==> src/rtl/key_debounce.sv <==
// key_debounce: per-channel two-flop synchronizer plus stability-window debouncer for active-low pushbuttons.
// Latency: key_clean/key_press/key_release change DEBOUNCE_CYCLES+1 clocks after s1 first samples a clean step.
// Backpressure: none; free-running, every output is valid on every cycle.
//
// Ports:
//   clk           - single system clock, all logic on the rising edge
//   reset_n       - asynchronous active-low reset (forces released state)
//   key_raw       - asynchronous pushbutton inputs, active-low (0 = pressed)
//   key_clean     - debounced level, active-low
//   key_press     - one-clock active-high pulse when key_clean goes 1->0
//   key_release   - one-clock active-high pulse when key_clean goes 0->1
//   press_cnt_clr - (optional) synchronous clear of the press counters
//   press_count   - (optional) 8-bit wrapping press count per channel, channel i in [8i+7:8i]
//
// Optional feature: define KEY_DEBOUNCE_PRESS_CNT_EN to add press_cnt_clr / press_count
// and the per-channel press counters. Without it the ports and logic are absent.

module key_debounce #(
   parameter int WIDTH           = 4,
   parameter int DEBOUNCE_CYCLES = 1000000
) (
   input  logic             clk,
   input  logic             reset_n,
   input  logic [WIDTH-1:0] key_raw,
   output logic [WIDTH-1:0] key_clean,
   output logic [WIDTH-1:0] key_press,
   output logic [WIDTH-1:0] key_release
`ifdef KEY_DEBOUNCE_PRESS_CNT_EN
   ,
   input  logic               press_cnt_clr,
   output logic [8*WIDTH-1:0] press_count
`endif
);

   // Counter only has to reach DEBOUNCE_CYCLES-1, so ceil(log2(DEBOUNCE_CYCLES)) bits suffice.
   localparam int            CW      = $clog2(DEBOUNCE_CYCLES);
   localparam logic [CW-1:0] CNT_MAX = CW'(DEBOUNCE_CYCLES - 1);

   logic [WIDTH-1:0] s1;
   logic [WIDTH-1:0] s2;
   logic [WIDTH-1:0] differ;   // synchronized input disagrees with the debounced level
   logic [WIDTH-1:0] expire;   // disagreement has lasted the full window this edge

   // Two-flop synchronizer; resets to released so a held key is seen as a fresh press.
   always_ff @(posedge clk or negedge reset_n) begin
      if (!reset_n) begin
         s1 <= '1;
         s2 <= '1;
      end else begin
         s1 <= key_raw;
         s2 <= s1;
      end
   end

   assign differ = s2 ^ key_clean;

   // One private counter per channel. Any agreement between s2 and key_clean
   // restarts the window, which is what rejects glitches and bounce trains.
   for (genvar i = 0; i < WIDTH; i++) begin : g_ch
      logic [CW-1:0] cnt;

      assign expire[i] = differ[i] && (cnt == CNT_MAX);

      always_ff @(posedge clk or negedge reset_n) begin
         if (!reset_n) begin
            cnt <= '0;
         end else if (!differ[i] || expire[i]) begin
            cnt <= '0;
         end else begin
            cnt <= cnt + CW'(1);
         end
      end
   end

   // Debounced level and edge pulses update on the same edge. The direction of
   // the change is given by the old key_clean value: 1 means a press is landing.
   always_ff @(posedge clk or negedge reset_n) begin
      if (!reset_n) begin
         key_clean   <= '1;
         key_press   <= '0;
         key_release <= '0;
      end else begin
         key_clean   <= key_clean ^ expire;
         key_press   <= expire & key_clean;
         key_release <= expire & ~key_clean;
      end
   end

`ifdef KEY_DEBOUNCE_PRESS_CNT_EN
   // Counts pulses already visible on key_press. A clear coinciding with a
   // press loads 1 so that press is not lost.
   for (genvar i = 0; i < WIDTH; i++) begin : g_pcnt
      logic [7:0] pcnt;

      always_ff @(posedge clk or negedge reset_n) begin
         if (!reset_n) begin
            pcnt <= '0;
         end else if (press_cnt_clr) begin
            pcnt <= key_press[i] ? 8'd1 : 8'd0;
         end else if (key_press[i]) begin
            pcnt <= pcnt + 8'd1;   // wraps 255 -> 0
         end
      end

      assign press_count[8*i +: 8] = pcnt;
   end
`endif

endmodule

==> config.mk <==
export PLATFORM = sky130hd
export DESIGN_NAME = key_debounce
export DESIGN_NICKNAME = d
export VERILOG_FILES = /design/src/rtl/key_debounce.sv
export SDC_FILE = /design/constraint.sdc
export NUM_CORES = 1
export LEC_CHECK = 0
export ABC_CLOCK_PERIOD_IN_PS = 5380
export CORE_ASPECT_RATIO = 1.2
export CORE_UTILIZATION = 55
export CTS_BUF_LIST = sky130_fd_sc_hd__clkbuf_16
export DETAILED_ROUTE_END_ITERATION = 8
export PLACE_DENSITY_LB_ADDON = 0.1
export RECOVER_POWER = 100
export SYNTH_ARGS = -nofsm -noshare
export SYNTH_HDL_FRONTEND = slang
export SYNTH_SLANG_ARGS = --single-unit
==> constraint.sdc <==
create_clock -name clk -period 5.38 [get_ports clk]
set_clock_uncertainty 0.1 [all_clocks]
set_input_delay 1.076 -clock clk [delete_from_list [all_inputs] [get_ports clk]]
set_output_delay 1.076 -clock clk [all_outputs]
set_load 0.05 [all_outputs]
==> results by group, run 1 <==
Worst hold path
  • Hold Crit Class: flop to flop

Status
  • Outcome: complete, but fails checks
  • Failing checks: max-capacitance violations, max-slew violations

Global routing
  • GRT Total Usage: 0.217
  • Grt total ovfl: 0
  • Initial antenna violation count: 0
  • First-pass GRT wire length: 15000 um
  • Largest net degree at the start of global routing: 58
  • Vias in the first global route: 3324

Clock network
  • Skew-Pair Late Insertion Delay: 0.34 ns
  • Root Buffer Master: clkbuf_16
  • CTS sink cnt: 100
  • H-tree depth: 3
  • Post-CTS setup buffers: 0
  • Hold_buf cts: 0
  • CTS Buf Count: 9
  • Post-cts sizing count: 0
  • Reg clk slew, reported paths: 0.07 ns
  • Clock tree buffer depth: 2
  • CTS tree: built

Timing
  • Slew Limit Fails: 64
  • Setup TNS: 0 ns
  • Worst setup margin: 2.12 ns
  • Worst-Margin Slew: 2.24 ns
  • RSZ-0062 raised after global routing: false
  • Worst hold margin: 0.250 ns
  • Tcrit/Tclk final: 0.606
  • Slew HR: -0.494
  • Count of final hold-check violations: 0
  • Max Clk Rate: 307 MHz
  • Post-layout min period: 3.26 ns
  • Final Setup Violations: 0

Pwr
  • Maximum vdd drop: 0.174 mV
  • Leakage: 2.04 nW
  • Cell Pwr Density: 280 mW/mm^2

Die
  • Row cnt: 36
  • Initial Util: 0.572
  • Die Y: 103 um
  • # IOs: 18
  • Core area: 0.00815 sq mm
  • Die Wd: 86.0 um
  • Die area: 0.00885 sq mm

Routing
  • Vias: 3358
  • Antenna Nets Post-Route: 0
  • Final WL: 8550 um
  • DRC Markers: 0
  • DR iter-0 viols: 158
  • DR pass1 iterations: 4
  • Avg WL per Cell: 14.4 um
  • Drt via density: 5.64

Yosys
  • Primary FF master, synth: dfrtp_1
  • Area leader, netlist: dfrtp_1
  • Synth cell types: 33
  • Synthesis warning total: 0
  • Asr flop ratio synth: 1.00
  • Syn Nets: 463
  • Top-area cell type share of the netlist area: 0.473
  • Syn Inst Count: 453
  • Post-synthesis cell area: 0.00466 sq mm
  • Sequential share of the synthesized area: 0.540
  • Post-synth EDFFs: 0
  • Synthesized area per cell: 10.3 sq um
  • Synth area leaders: dfrtp_1 47%, xnor2_1 9.2%, dfstp_2 6.8%, nor2_1 5.2%, nand3_1 2.8%
  • Seq cells post-synth: 100

Place
  • Final HPWL DP: 5770 um
  • Gp weighted congestion: 0.827
  • Pre-CTS setup slack: 2.64 ns
  • I/O Buffers: 17

Worst setup path
  • Slowest CP cell: o31ai_1
  • Worst path bufs/invs: 0
  • WP data arrival: 3.31 ns
  • CP Max Fanout: 18
  • Worst Path Required: 5.43 ns
  • Critical path class: flop to flop
  • Startpoint Class: flop
  • Worst path cell trace: ha_1 -> nand3_1 -> or2_0 -> o31ai_1 -> nor2_1
  • Worst setup EP type: flop
  • Crit path max-delay family: compound AO/OA/AOI/OAI gates
  • Slack of the worst reg-to-reg path: 2.12 ns
  • Critical path's largest stage delay: 1.55 ns

Finish
  • Ant. Diodes: 0
  • Layout cells sized above 1: 0.0665
  • Nets: 486
  • Synth-to-Final Area Change: 12.2%

Flow run
  • Max cap viols: 2
==> sequential cells by signal (all words and copies together), names as in the netlist, named ones only <==
name / flops
s2: 4
key_press: 4
key_release: 4
g_ch.cnt: 80
s1: 4
==> metrics by stage <==
stage	total power, mW	area [sq um]	std cells	util
2_1_floorplan	0.807	4660	453	-
3_3_place_gp	0.833	4960	579	0.609
3_5_place_dp	0.834	4960	579	0.609
4_1_cts	1.48	5260	595	0.645
5_1_grt	1.52	5230	595	0.641
6_report	1.47	5230	595	0.641
==> report_power, final <==
part | total (mW) | internal [mW] | switching [mW]
registers | 0.775 | 0.764 | 0.0105
clock network | 0.650 | 0.363 | 0.287
logic | 0.0412 | 0.0117 | 0.0295
total | 1.47 | 1.14 | 0.327
==> layer usage <==
metal	global-route usage	vias up	wire length (um)
met1	0.279	1637	4000
met2	0.358	51	4140
li1	-	1655	-
met4	0.0974	0	153
met5	0	-	0
met3	0.0464	15	267
==> Yosys cell counts (6+ instances only) <==
cell type   n
a21oi_1    16
xor2_1     11
and3_1      9
o31ai_1    10
inv_1      14
dfstp_2    12
or3_1      12
nand2_1    25
nand3_1    26
dfrtp_1    88
nand4_1    16
nor3_1     18
xnor2_1    49
clkbuf_1    6
or4_1      13
nor2_1     64
nor4_1     19
nor3b_1     8
==> logic make-up (layout without fill, tap and decap cells) <==
| group | after synthesis | count (layout) | share of synthesized area |
|---|---|---|---|
| AOI/OAI and AO/OA | 36 | 36 | 0.0513 |
| and+or+nand+nor | 226 | 226 | 0.256 |
| xor gates and xnor gates | 60 | 60 | 0.113 |
| buffers and inverters | 23 | 51 | 0.0193 |
| adders and majority gates | 4 | 4 | 0.0107 |
| muxes | 4 | 4 | 0.00967 |
| DFF | 100 | 100 | 0.540 |
==> worst paths after layout <==
| path | start | to | cells past startpoint |
|---|---|---|---|
| worst max-delay path | g_ch[1].cnt[0] | g_ch[1].cnt[6] | 5 |
| worst min-delay path | s1[0] | s2[0] | 0 |
| worst max register to register | g_ch[1].cnt[0] | g_ch[1].cnt[6] | 5 |
| worst min register to register | s1[0] | s2[0] | 0 |
| max in group asynchronous | reset_n | g_ch[0].cnt[7] | 2 |
| min in group asynchronous | reset_n | g_ch[1].cnt[0] | 1 |
==> cell usage in the layout, fill, tap and decap left out, types with 11 or more instances in the layout <==
cell type      count
dfrtp_1           88
nor2_1            64
xnor2_1           49
nand3_1           26
nand2_1           25
nor4_1            19
nor3_1            18
nand4_1           16
a21oi_1           16
dlygate4sd3_1     16
inv_1             15
o31ai_1           14
or4_1             13
or3_1             12
xor2_1            11
dfstp_2           11
==> area by class of cell <==
class	count	area, sq um
fillers	667	2930
clock inverters	7	75.1
clock buffers	9	225
repair buffers	21	183
multi-input cells	330	2030
inverters	14	52.6
flip-flops and latches	100	2520
well taps	114	143
(Power assumes the default switching activity.)
==> run 2, diff against run 1 <==
--- a/config.mk
+++ b/config.mk
@@ -5,7 +5,7 @@
 export SDC_FILE = /design/constraint.sdc
 export NUM_CORES = 1
 export LEC_CHECK = 0
-export ABC_CLOCK_PERIOD_IN_PS = 5380
+export ABC_CLOCK_PERIOD_IN_PS = 2600
 export CORE_ASPECT_RATIO = 1.2
 export CORE_UTILIZATION = 55
 export CTS_BUF_LIST = sky130_fd_sc_hd__clkbuf_16
==> constraint.sdc (replaced) <==
create_clock -name clk -period 2.6 [get_ports clk]
set_clock_uncertainty 0.1 [all_clocks]
set_input_delay 0.52 -clock clk [delete_from_list [all_inputs] [get_ports clk]]
set_output_delay 0.52 -clock clk [all_outputs]
set_load 0.05 [all_outputs]
==> results by group, run 2 (synthesis results as in run 1) <==
Status
  • Outcome: complete, no violations (was complete, but fails checks)

Worst setup path
  • Crit path max-delay family: buffers and inverters (was compound AO/OA/AOI/OAI gates)
  • Worst path bufs/invs: 1 (was 0)
  • Slowest CP cell: dlygate4sd3_1 (was o31ai_1)
  • WP data arrival: 1.79 ns (was 3.31 ns)
  • Worst Path Required: 1.98 ns (was 5.43 ns)
  • CP Max Fanout: 5 (was 18)
  • Critical path's largest stage delay: 0.88 ns (was 1.55 ns)
  • Worst path cell trace: dlygate4sd3_1 (was ha_1 -> nand3_1 -> or2_0 -> o31ai_1 -> nor2_1)
  • Startpoint Class: flop (unchanged)
  • Critical path class: flop to output port (was flop to flop)
  • Worst setup EP type: output port (was flop)

Timing
  • Post-layout min period: 2.41 ns
  • Count of final hold-check violations: 0 (unchanged)
  • Slew Limit Fails: 0 (was 64)
  • Slew HR: 0.280 (was -0.494)
  • Worst-Margin Slew: 1.08 ns (was 2.24 ns)
  • Setup TNS: 0 ns (unchanged)
  • RSZ-0062 raised after global routing: false (unchanged)
  • Final Setup Violations: 0 (unchanged)
  • Max Clk Rate: 415 MHz
  • Tcrit/Tclk final: 0.928

Global routing
  • Largest net degree at the start of global routing: 45 (was 58)
  • GRT Total Usage: 0.218 (was 0.217)
  • Gr busiest metal: met2 (unchanged)
  • Initial antenna violation count: 0 (unchanged)
  • Vias in the first global route: 3245 (was 3324)
  • Grt total ovfl: 0 (unchanged)
  • First-pass GRT wire length: 15100 um (was 15000 um)
  • M3 GR Usage: 0.0400 (was 0.0464)
  • Met1 usage: 0.294 (was 0.279)
  • Met2 Resource Use GR: 0.354 (was 0.358)

Finish
  • Post-layout util: 0.647 (was 0.641)
  • Most frequent cells in the layout: 88 x dfrtp_1, 64 x nor2_1, 49 x xnor2_1 (unchanged)
  • Ant. Diodes: 0 (unchanged)
  • Biggest register: g_ch.cnt (unchanged)
  • Leading cell type in the layout, fill and taps excluded: dfrtp_1 (unchanged)
  • Synth-to-Final Area Change: 13.1% (was 12.2%)
  • Nets: 492 (was 486)
  • Fill count: 666 (was 667)
  • Number of flip-flops in the largest register: 80 (unchanged)
  • Layout cells sized above 1: 0.0821 (was 0.0665)

Clock network
  • CTS Buf Count: 9 (unchanged)
  • Clock tree buffer depth: 2 (unchanged)
  • CTS sink cnt: 100 (unchanged)
  • Reg clk slew, reported paths: 0.07 ns (about the same)
  • Hold_buf cts: 0 (unchanged)
  • CTS tree: built (unchanged)
  • Skew-Pair Late Insertion Delay: 0.34 ns (about the same)
  • Post-CTS setup buffers: 0 (unchanged)
  • Post-cts sizing count: 0 (unchanged)
  • Root Buffer Master: clkbuf_16 (unchanged)
  • H-tree depth: 3 (unchanged)

Routing
  • Antenna Nets Post-Route: 0 (unchanged)
  • Final WL: 8760 um (was 8550 um)
  • Avg WL per Cell: 14.6 um (was 14.4 um)
  • DR pass1 iterations: 4 (unchanged)
  • DR iter-0 viols: 149 (was 158)
  • Drt via density: 5.70 (was 5.64)
  • DRC Markers: 0 (unchanged)
  • Vias: 3426 (was 3358)

Die
  • Core area: 0.00815 sq mm (unchanged)
  • Die Wd: 86.0 um (unchanged)
  • Initial Util: 0.572 (unchanged)
  • # IOs: 18 (unchanged)
  • Row cnt: 36 (unchanged)
  • Die Y: 103 um (unchanged)
  • Die area: 0.00885 sq mm (unchanged)

Pwr
  • Maximum vdd drop: 0.353 mV (was 0.174 mV)
  • Leakage: 2.07 nW (was 2.04 nW)
  • Cell Pwr Density: 576 mW/mm^2 (was 280 mW/mm^2)

Place
  • Gp weighted congestion: 0.885 (was 0.827)
  • I/O Buffers: 17 (unchanged)
  • Final HPWL DP: 5940 um (was 5770 um)

Flow run
  • Max cap viols: 0 (was 2)

Worst hold path
  • Hold Crit Class: primary input to asynchronous set/reset pin (was flop to flop)
-- run 2: cell count changes in the layout (fill, tap and decap cells not counted) --
cell,before,now
dfstp_2,11,12
o31ai_1,14,13
inv_1,15,14
inv_6,2,1
dfstp_1,1,0
clkbuf_2,0,3
o31ai_2,0,1
buf_4,1,4
clkinvlp_4,2,1
clkinv_4,1,3
and2_1,1,2
clkinv_1,0,1
and2_0,3,2
-- run 2: layer usage --
metal | up-vias | part of all wire
met5 | - | 0
met4 | 0 | 0.012
met3 | 9 | 0.027
met2 | 53 | 0.50
met1 | 1707 | 0.46
li1 | 1657 | -
-- run 2: where the power goes --
part | leakage (nW) | switching [mW] | internal (mW)
clock | 0.144 | 0.592 | 0.751
combinational | 0.577 | 0.0631 | 0.0261
sequential | 1.35 | 0.0219 | 1.58
-- run 2: through the flow --
step                worst slack (ns)  instance area [sq um]  hold slack, ns  instances  power, mW
global placement               0.507                   5020           0.245        585       1.73
finish                         0.188                   5270           0.226        601       3.04
CTS                            0.240                   5320          0.0671        601       3.07
detailed placement             0.419                   5020           0.248        585       1.73
global route                   0.142                   5270           0.259        601       3.15
floorplan                      0.487                   4660           0.124        453       1.67
-- run 2: layout make-up --
class | instances | area (sq um) | area share
flip-flops and latches | 100 | 2520 | 0.478
multi-input cells | 330 | 2040 | 0.386
clock buffers | 9 | 225 | 0.0427
repair buffers | 27 | 220 | 0.0418
well taps | 114 | 143 | 0.0271
clock inverters | 7 | 76.3 | 0.0145
inverters | 14 | 52.6 | 0.00997
-- run 2: worst paths after layout --
| path | startpoint | endpoint | slack (ns) | depth (start not counted) |
|---|---|---|---|---|
| min | reset_n | g_ch[1].cnt[2] | 0.23 | 1 |
| max | flop | key_clean[1] | 0.19 | 1 |
| min reg2reg | s1[1] | s2[1] | 0.26 | 0 |
| min in group clk | s1[1] | s2[1] | 0.26 | 0 |
| max in group asynchronous | reset_n | g_ch[3].cnt[19] | 0.57 | 2 |
| max reg2reg | g_ch[1].cnt[0] | g_ch[1].cnt[8] | 0.35 | 6 |
==> run 3, diff against run 2 <==
--- a/config.mk
+++ b/config.mk
@@ -5,6 +5,7 @@
 export SDC_FILE = /design/constraint.sdc
 export NUM_CORES = 1
 export LEC_CHECK = 0
+export ABC_AREA = 0
 export ABC_CLOCK_PERIOD_IN_PS = 2600
 export CORE_ASPECT_RATIO = 1.2
 export CORE_UTILIZATION = 55
==> results of run 3 <==
The final DEF is identical to that of run 2; final timing and power are the same.
